### config.mk
export PLATFORM = sky130hd
export DESIGN_NAME = game_round_ctrl_flat
export DESIGN_NICKNAME = d
export VERILOG_FILES = /design/src/rtl/game_round_ctrl_if.sv /design/src/rtl/game_round_ctrl.sv /design/src/flat_wrapper.sv
export SDC_FILE = /design/constraint.sdc
export NUM_CORES = 1
export LEC_CHECK = 0
export CAP_MARGIN = 30
export CORE_ASPECT_RATIO = 1.5
export CORE_MARGIN = 4
export CORE_UTILIZATION = 40
export CTS_CLUSTER_DIAMETER = 40
export DETAILED_ROUTE_END_ITERATION = 8
export HOLD_SLACK_MARGIN = 0.08
export PLACE_DENSITY = 0.73
export REMOVE_ABC_BUFFERS = 1
export SKIP_LAST_GASP = 1
export SYNTH_ARGS = -nofsm -noshare
export SYNTH_HDL_FRONTEND = slang
export SYNTH_SLANG_ARGS = --single-unit
### constraint.sdc
create_clock -name clk -period 1.8 [get_ports clk]
set_input_delay 0.18 -clock clk [delete_from_list [all_inputs] [get_ports clk]]
set_output_delay 0.18 -clock clk [all_outputs]
set_load 0.02 [all_outputs]
### src/rtl/game_round_ctrl_if.sv
`default_nettype none
// ============================================================================
// Module   : game_round_ctrl_if
// Purpose  : Signal bundle between the round sequencer and its neighbours
//            (authentication, pattern generator, timer, scoreboard).
// Revision : 1.0 - initial release
// ============================================================================
interface game_round_ctrl_if;
    logic       authorised;
    logic       start_btn;
    logic [1:0] level;
    logic       sec_tick;
    logic       match;
    logic       gen_ack;
    logic       gen_req;
    logic       play_en;
    logic [3:0] time_left;
    logic       score_inc;
    logic       miss_pulse;
    logic [3:0] round_num;
    logic [1:0] misses;
    logic       game_over;
    logic [2:0] state;

    modport master (
        input  authorised, start_btn, level, sec_tick, match, gen_ack,
        output gen_req, play_en, time_left, score_inc, miss_pulse,
               round_num, misses, game_over, state
    );

    modport slave (
        output authorised, start_btn, level, sec_tick, match, gen_ack,
        input  gen_req, play_en, time_left, score_inc, miss_pulse,
               round_num, misses, game_over, state
    );
endinterface
`default_nettype wire

### src/rtl/game_round_ctrl.sv
`default_nettype none
// ============================================================================
// Module   : game_round_ctrl
// Purpose  : Round sequencer: requests patterns, opens the play window, counts
//            round time and ends the game. GRC_BONUS_TIME_EN enables 2-point hits.
// Revision : 1.0 - initial release
// ============================================================================
module game_round_ctrl #(
    parameter int ROUND_SECS = 15,
    parameter int NUM_ROUNDS = 5,
    parameter int MAX_MISSES = 3
) (
    input  wire logic          clk,
    input  wire logic          rst,
    game_round_ctrl_if.master  bus
);

    typedef enum logic [2:0] {
        ST_IDLE     = 3'd0,
        ST_REQ      = 3'd1,
        ST_WAIT_GEN = 3'd2,
        ST_PLAY     = 3'd3,
        ST_HIT      = 3'd4,
        ST_MISS     = 3'd5,
        ST_OVER     = 3'd6
    } state_t;

    state_t     state_q,     state_d;
    logic [3:0] time_left_q, time_left_d;
    logic [3:0] round_num_q, round_num_d;
    logic [1:0] misses_q,    misses_d;
    logic [3:0] w_round_time;
    logic       w_hit_last;

    // Per-level round time, never below one second
    always_comb begin
        if (ROUND_SECS > 3 * int'(bus.level)) begin
            w_round_time = 4'(ROUND_SECS - 3 * int'(bus.level));
        end else begin
            w_round_time = 4'd1;
        end
    end

`ifdef GRC_BONUS_TIME_EN
    logic [3:0] round_time_q, round_time_d;
    logic       bonus_q,      bonus_d;

    always_comb begin
        round_time_d = round_time_q;
        bonus_d      = bonus_q;
        if (state_q == ST_WAIT_GEN && bus.gen_ack) begin
            round_time_d = w_round_time;
        end
        if (state_q == ST_PLAY && bus.match) begin
            bonus_d = ({time_left_q, 1'b0} >= {1'b0, round_time_q});
        end else if (state_q == ST_HIT || state_d == ST_IDLE) begin
            bonus_d = 1'b0;
        end
    end

    assign w_hit_last = !bonus_q;

    always_ff @(posedge clk) begin
        if (!rst) begin
            round_time_q <= 4'd0;
            bonus_q      <= 1'b0;
        end else begin
            round_time_q <= round_time_d;
            bonus_q      <= bonus_d;
        end
    end
`else
    assign w_hit_last = 1'b1;
`endif

    always_comb begin
        state_d     = state_q;
        time_left_d = time_left_q;
        round_num_d = round_num_q;
        misses_d    = misses_q;
        case (state_q)
            ST_IDLE: begin
                if (bus.authorised && bus.start_btn) state_d = ST_REQ;
            end
            ST_REQ: begin
                state_d = ST_WAIT_GEN;
            end
            ST_WAIT_GEN: begin
                if (bus.gen_ack) begin
                    state_d     = ST_PLAY;
                    time_left_d = w_round_time;
                end
            end
            ST_PLAY: begin
                if (bus.match) begin
                    state_d = ST_HIT;
                end else if (bus.sec_tick) begin
                    if (time_left_q > 4'd1) begin
                        time_left_d = time_left_q - 4'd1;
                    end else begin
                        time_left_d = 4'd0;
                        state_d     = ST_MISS;
                    end
                end
            end
            ST_HIT: begin
                if (w_hit_last) begin
                    round_num_d = (round_num_q == 4'd15) ? 4'd15 : round_num_q + 4'd1;
                    state_d     = (round_num_d == 4'(NUM_ROUNDS)) ? ST_OVER : ST_REQ;
                end
            end
            ST_MISS: begin
                round_num_d = (round_num_q == 4'd15) ? 4'd15 : round_num_q + 4'd1;
                misses_d    = (misses_q == 2'd3) ? 2'd3 : misses_q + 2'd1;
                if (misses_d == 2'(MAX_MISSES) || round_num_d == 4'(NUM_ROUNDS)) begin
                    state_d = ST_OVER;
                end else begin
                    state_d = ST_REQ;
                end
            end
            ST_OVER: begin
                if (bus.start_btn) state_d = ST_IDLE;
            end
            default: begin
                state_d = ST_IDLE;
            end
        endcase

        // Logout overrides everything; entering IDLE always starts from a clean slate
        if (state_q != ST_IDLE && !bus.authorised) state_d = ST_IDLE;
        if (state_d == ST_IDLE) begin
            time_left_d = 4'd0;
            round_num_d = 4'd0;
            misses_d    = 2'd0;
        end
    end

    always_ff @(posedge clk) begin
        if (!rst) begin
            state_q     <= ST_IDLE;
            time_left_q <= 4'd0;
            round_num_q <= 4'd0;
            misses_q    <= 2'd0;
        end else begin
            state_q     <= state_d;
            time_left_q <= time_left_d;
            round_num_q <= round_num_d;
            misses_q    <= misses_d;
        end
    end

    assign bus.gen_req    = (state_q == ST_REQ);
    assign bus.play_en    = (state_q == ST_PLAY);
    assign bus.score_inc  = (state_q == ST_HIT);
    assign bus.miss_pulse = (state_q == ST_MISS);
    assign bus.game_over  = (state_q == ST_OVER);
    assign bus.time_left  = time_left_q;
    assign bus.round_num  = round_num_q;
    assign bus.misses     = misses_q;
    assign bus.state      = state_q;

endmodule
`default_nettype wire

### src/flat_wrapper.sv
// flat-port wrapper written by rule: the top's interface ports become plain ports
module game_round_ctrl_flat 
#(
    parameter int ROUND_SECS = 15,
    parameter int NUM_ROUNDS = 5,
    parameter int MAX_MISSES = 3
)
  (clk, rst, bus_authorised, bus_start_btn, bus_level, bus_sec_tick, bus_match, bus_gen_ack, bus_gen_req, bus_play_en, bus_time_left, bus_score_inc, bus_miss_pulse, bus_round_num, bus_misses, bus_game_over, bus_state);
  game_round_ctrl_if bus_i ();
  input  wire logic clk;
  input  wire logic rst;
  input wire logic [$bits(bus_i.authorised)-1:0] bus_authorised;
  input wire logic [$bits(bus_i.start_btn)-1:0] bus_start_btn;
  input wire logic [$bits(bus_i.level)-1:0] bus_level;
  input wire logic [$bits(bus_i.sec_tick)-1:0] bus_sec_tick;
  input wire logic [$bits(bus_i.match)-1:0] bus_match;
  input wire logic [$bits(bus_i.gen_ack)-1:0] bus_gen_ack;
  output wire logic [$bits(bus_i.gen_req)-1:0] bus_gen_req;
  output wire logic [$bits(bus_i.play_en)-1:0] bus_play_en;
  output wire logic [$bits(bus_i.time_left)-1:0] bus_time_left;
  output wire logic [$bits(bus_i.score_inc)-1:0] bus_score_inc;
  output wire logic [$bits(bus_i.miss_pulse)-1:0] bus_miss_pulse;
  output wire logic [$bits(bus_i.round_num)-1:0] bus_round_num;
  output wire logic [$bits(bus_i.misses)-1:0] bus_misses;
  output wire logic [$bits(bus_i.game_over)-1:0] bus_game_over;
  output wire logic [$bits(bus_i.state)-1:0] bus_state;
  assign bus_i.authorised = bus_authorised;
  assign bus_i.start_btn = bus_start_btn;
  assign bus_i.level = bus_level;
  assign bus_i.sec_tick = bus_sec_tick;
  assign bus_i.match = bus_match;
  assign bus_i.gen_ack = bus_gen_ack;
  assign bus_gen_req = bus_i.gen_req;
  assign bus_play_en = bus_i.play_en;
  assign bus_time_left = bus_i.time_left;
  assign bus_score_inc = bus_i.score_inc;
  assign bus_miss_pulse = bus_i.miss_pulse;
  assign bus_round_num = bus_i.round_num;
  assign bus_misses = bus_i.misses;
  assign bus_game_over = bus_i.game_over;
  assign bus_state = bus_i.state;
  game_round_ctrl #(.ROUND_SECS(ROUND_SECS), .NUM_ROUNDS(NUM_ROUNDS), .MAX_MISSES(MAX_MISSES)) u_core (.clk(clk), .rst(rst), .bus(bus_i));
endmodule
# ---- After elaboration in Yosys (flattened, before gate mapping)
# Index checks and enable logic that the tools add are counted.
dict set report totals {
  mem_count 0
  mem_bits_rw 0
  latch_bits 0
  inputBits 9
  elab_cells 54
  register_bits 13
  rom_bits 0
}
dict set report op_classes {
  magnitude_cmp 2
  reduce_logical 11
  n_mul 1
  shifts 0
  eq_ne 13
  n_mux 18
  addsub 4
  div 0
  n_bitwise 1
}
# operator n
set op_table {}
lappend op_table {{$mux W3} 9}
lappend op_table {{$mux W4} 6}
lappend op_table {{$pmux W3 S7} 1}
lappend op_table {{$eq A3 B3 Y1 const B} 3}
lappend op_table {{$pmux W4 S2} 1}
lappend op_table {{$eq A3 B2 Y1 const B} 2}
lappend op_table {{$logic_not A3 Y1} 2}
lappend op_table {{$ne A2 B2 Y1 const B} 3}
lappend op_table {{$add A4 B1 Y4 const B} 1}
lappend op_table {{$eq A2 B2 Y1 const B} 2}
lappend op_table {{$eq A4 B3 Y1 const B} 1}
lappend op_table {{$eq A4 B4 Y1 const B} 1}
lappend op_table {{$gt A4 B1 Y1 const B} 1}
lappend op_table {{$gt A4 B4 Y1 const A} 1}
lappend op_table {{$mul A2 B2 Y4 const A} 1}
lappend op_table {{$reduce_and A4 Y1} 1}
lappend op_table {{$reduce_or A2 Y1} 2}
lappend op_table {{$sub A1 B4 Y4 const A} 1}
lappend op_table {{$sub A4 B1 Y4 const B} 1}
lappend op_table {{$eq A3 B1 Y1 const B} 1}
lappend op_table {{$reduce_bool A3 Y1} 1}
lappend op_table {{$add A2 B1 Y2 const B} 1}
lappend op_table {{$logic_and A1 B1 Y1} 2}
lappend op_table {{$mux W2} 1}
lappend op_table {{other kinds (4)} 4}

# ---- Longest topological paths before layout
dict set report depth {
  ltp_word 9
  mapped_depth 8
  mapped_depth_nobuf 7
}

# ---- Worst setup path before layout
# OpenSTA, ideal clock, no wires.
dict set report synth_path {
  path_kind {reg2reg}
  from {reg u_core.round_num_q[0], in the netlist u_core.bus.round_num[0]}
  to {reg u_core.round_num_q[1], in the netlist u_core.bus.round_num[1]}
  slack_ps 23
  setup_time_ps 88
  arrival_ps 1689
  stages_incl_launch_ff 7
  period_less_slack_ps 1777
  path_cell_list {dfxtp_1 -> ha_1 -> nor4_2 -> o31ai_1 -> a31o_1 -> buf_6 -> a311oi_2}
}
dict set report synth_via {
  elab_chain_len 9
  word_cells_on_any_way 11
  cone_classes {add/sub (1); eq/ne (2); mux (5); reduce/logical (3)}
}
# item line
set synth_lines {}
lappend synth_lines {{start: declaration} game_round_ctrl.sv:30} ;# logic [3:0] round_num_q, round_num_d;
lappend synth_lines {{start signal: assignment} game_round_ctrl.sv:147} ;# round_num_q <= round_num_d;
lappend synth_lines {{$add A4 B1 Y4 or $eq A4 B4 Y1 (tied branches)} {game_round_ctrl.sv:108, game_round_ctrl.sv:113}}
lappend synth_lines {{$mux W4 *} {game_round_ctrl.sv:108, game_round_ctrl.sv:113}}
lappend synth_lines {{$eq A4 B3 Y1} {game_round_ctrl.sv:109, game_round_ctrl.sv:115}}
lappend synth_lines {{$logic_or A1 B1 Y1} game_round_ctrl.sv:115} ;# if (misses_d == 2'(MAX_MISSES) || round_num_d == 4'(NUM_ROUNDS)) begin
lappend synth_lines {{$mux W3} game_round_ctrl.sv:115}
lappend synth_lines {{$pmux W3 S7} game_round_ctrl.sv:81} ;# case (state_q)
lappend synth_lines {{$mux W3} game_round_ctrl.sv:130} ;# if (state_q != ST_IDLE && !bus.authorised) state_d = ST_IDLE;
lappend synth_lines {{$logic_not A3 Y1} game_round_ctrl.sv:131} ;# if (state_d == ST_IDLE) begin
lappend synth_lines {{$reduce_or A2 Y1 (no source line)} --}
# Every way passes the cells marked *; elsewhere a longest branch is shown, timed or not.
# A chain may end at the register's enable or synchronous reset.

# ---- Final worst setup path
dict set report layout_path {
  from {reg u_core.state_q[1], in the netlist u_core.bus.state[1]}
  to {out bus_game_over}
}
dict set report layout_via {
  elab_chain_len 1
}
# item line
set layout_lines {}
lappend layout_lines {{start: declaration} game_round_ctrl.sv:28} ;# state_t state_q, state_d;
lappend layout_lines {{start signal: assignment} game_round_ctrl.sv:145} ;# state_q <= state_d;
lappend layout_lines {{$eq A3 B3 Y1} game_round_ctrl.sv:156} ;# assign bus.game_over = (state_q == ST_OVER);
lappend layout_lines {{end: declaration} flat_wrapper.sv:25} ;# output wire logic [$bits(bus_i.game_over)-1:0] bus_game_over;
# Every way passes these cells.

==> qor.yml <==
worst_setup_path:
  reg2reg_slack_ps: 120
  cp-start-kind: "register"
  crit_arrival_ps: 1550
  cp_data_required_time_ps: 1620
  crit_slowest_cell: "clkdlybuf4s50_1"
  critPathTopFamily: "buffers and inverters"
  end_kind: "output port"
  critPathMaxFanout: 10
  cp-startpoint: "u_core.bus.state[1]$_SDFF_PN0_"
  path_class: "reg2out"
  max_stage_delay_ps: 590
  r2r-start: "u_core.bus.round_num[1]$_SDFFE_PP0P_"
  worst-path-buf-inv: 2
  cp_cell_sequence: "buf_4, and3_1, clkdlybuf4s50_1"
grt:
  antenna_found_initial: 0
  grt.total_usage_pct: 15.59
  overflow: 0
  grt_max_degree: 12
  grt_first_pass_wirelength_mm: 3.663
  grt_pass1_vias: 940
layout:
  fin_util_pct: 59.82
  finalNonFillerCells: 165
  area_delta_synth_final_pct: 40.14
  final_common_cell: "clkdlybuf4s50_1"
  drive_gt1_share_pct: 16.08
  fin_area_um2: 1227
  fillers: 201
  final_nets: 159
  final_cell_mix: "22 x clkdlybuf4s50_1, 12 x nor2_1, 12 x dfxtp_1, 10 x o21ai_0, 9 x inv_1"
  n_antenna_cell: 0
yosys:
  synth_top_family_by_area: "compound AO/OA/AOI/OAI gates"
  synth_compound_area_share_pct: 27.71
  yosys.area_share.simple_pct: 25.57
  synth_ff_type: "dfxtp_1"
  ys_seq_elements: 13
  ys_types: 36
  async_reset_ff_share_pct: 0
  synth_edf_count: 0
  syn_area_per_cell_um2: 7.962
  yosys_warnings: 0
  synthAdderAreaFrac_pct: 8.571
  synthMuxAreaShare_pct: 0
  syn-cell-area_um2: 875.8
  synthCells: 110
  ys_seq_area_share_pct: 29.71
  synth_xor_area_share_pct: 1.000
power:
  finalPower_uw: 611.1
  leakage_uw: 0.0004739
  powerDensity_nw_per_um2: 497.9
  peakVddDrop_mv: 0.4551
timing:
  finalSetupViolations: 0
  finalClockSkew_ps: 4.814
  finalCritPeriodShare_pct: 96.00
  slew-limit-headroom_pct: 76.92
  fin_crit_ps: 1728
  max_freq_mhz: 578.7
  hold_viol_final: 0
  timing_worst_slew_pin_value_ps: 344.1
  drv_slew: 0
detailed_routing:
  wl_per_cell_um: 13.83
  drt_pass1_iterations: 4
  drc: 0
  wl_mm: 2.282
  drt_iter0_drc: 21
  via_count: 944
  ant_nets: 0
  vias_per_cell: 5.721
placement:
  place.gp.congestion: 0.8198
  place_inst: 160
  port_buffers: 26
  dpl.hpwl_mm: 1.699
  dpl_cell_area_um2: 1185
status:
  outcome: "finished, final reports clean"
clock_network:
  ctsLongestPathBuffers: 2
  cts_root_buffer: "clkbuf_4"
  cts_buffers: 3
  cts_sinks: 13
  cts_setup_buffers: 0
  htreeDepth: 1
  hold_buffers: 0
  insertion_delay_ps: 280
  clk_pin_slew_ps: 80
  cts_tree: "yes"
run:
  drv_cap: 0
floorplanning:
  initial_core_util_pct: 42.68
  core_area_um2: 2052
  rows: 20
  die_x_um: 46.21
  die_area_um2: 3018
  die_h_um: 65.31
  io_pins: 27
worst_hold_path:
  hp-class: "reg2reg"
  worst_hold_startpoint: "u_core.bus.misses[0]$_SDFFE_PP0P_"
metal layers:
layer | share of wire [%] | wire length (um) | GRT usage [%]
met5 | 0 | 0 | 0
met2 | 51 | 1175 | 28.10
met1 | 42 | 951 | 17.62
met4 | 1.5 | 34 | 6.050
met3 | 5.3 | 121 | 1.644
worst reg2reg max path: stages, from the launching register on:
cell and delay, ps:
dfxtp_1 390, ha_2 300, nor4_2 260, o31ai_1 130, a31o_2 310, a311oi_2 200
metrics by stage:
stage	setup slack [ps]	setup TNS [ps]	hold slack [ps]
6_report	72.02	0	519.9
5_1_grt	-2.875	-2.875	553.1
4_1_cts	14.84	0	500.7
3_5_place_dp	1.438	0	517.7
3_3_place_gp	85.78	0	490.7
2_1_floorplan	-8.000	-8.000	362.2
cells by family after synthesis:
kind of cell    Yosys count
simple gates             41
fa+ha+maj                 6
compound gates           35
xor+xnor                  1
buf+inv                  14
flops                    13
power breakdown:
part           internal, uW  leakage (uW)  switching, uW
logic                  60.8      0.000354           68.4
registers               293      0.000105           6.76
clock network          85.9     0.0000150           96.5
flip-flops by register name, indices dropped and copies added, names as in the netlist:
signal / count
u_core.bus.misses: 2
u_core.bus.state: 3
u_core.bus.time_left: 4
u_core.bus.round_num: 4
Yosys cell counts, types with 2 or more instances:
library cell | count | area share [%]
a211oi_2 | 2 | 2.9
o31ai_1 | 2 | 1.7
nand2b_1 | 3 | 2.1
a21oi_1 | 8 | 4.6
nand2_1 | 6 | 2.6
nor2_1 | 12 | 5.1
and2_1 | 2 | 1.4
a22oi_1 | 3 | 2.6
buf_2 | 4 | 2.3
inv_1 | 9 | 3.9
ha_1 | 6 | 8.6
dfxtp_1 | 13 | 30
nor3_1 | 4 | 2.3
nor3_2 | 2 | 2.3
nand3_1 | 4 | 2.3
o21ai_0 | 10 | 5.7
area by class of cell:
class | count | area [um^2] | share of cell area (%)
Inverter | 9 | 33.78 | 2.752
Timing Repair Buffer | 33 | 311.5 | 25.38
Clock buffer | 4 | 26.28 | 2.141
Tap cell | 22 | 27.53 | 2.243
Multi-Input combinational cell | 84 | 566.8 | 46.18
Sequential cell | 13 | 261.5 | 21.30
path summary, 6_finish.rpt:
| path | end | depth (start not counted) |
|---|---|---|
| max | bus_game_over | 3 |
| min | u_core.bus.misses[1]$_SDFFE_PP0P_ | 2 |
| max reg2reg | u_core.bus.round_num[1]$_SDFFE_PP0P_ | 5 |
| min reg2reg | u_core.bus.misses[1]$_SDFFE_PP0P_ | 2 |
timing repair:
action | in CTS | in global routing
resized for setup | 4 | 4
gates cloned | 0 | 1
pin swaps | 0 | 1
setup endpoints to repair | 4 | 11
Power figures use the tool's default switching activity.
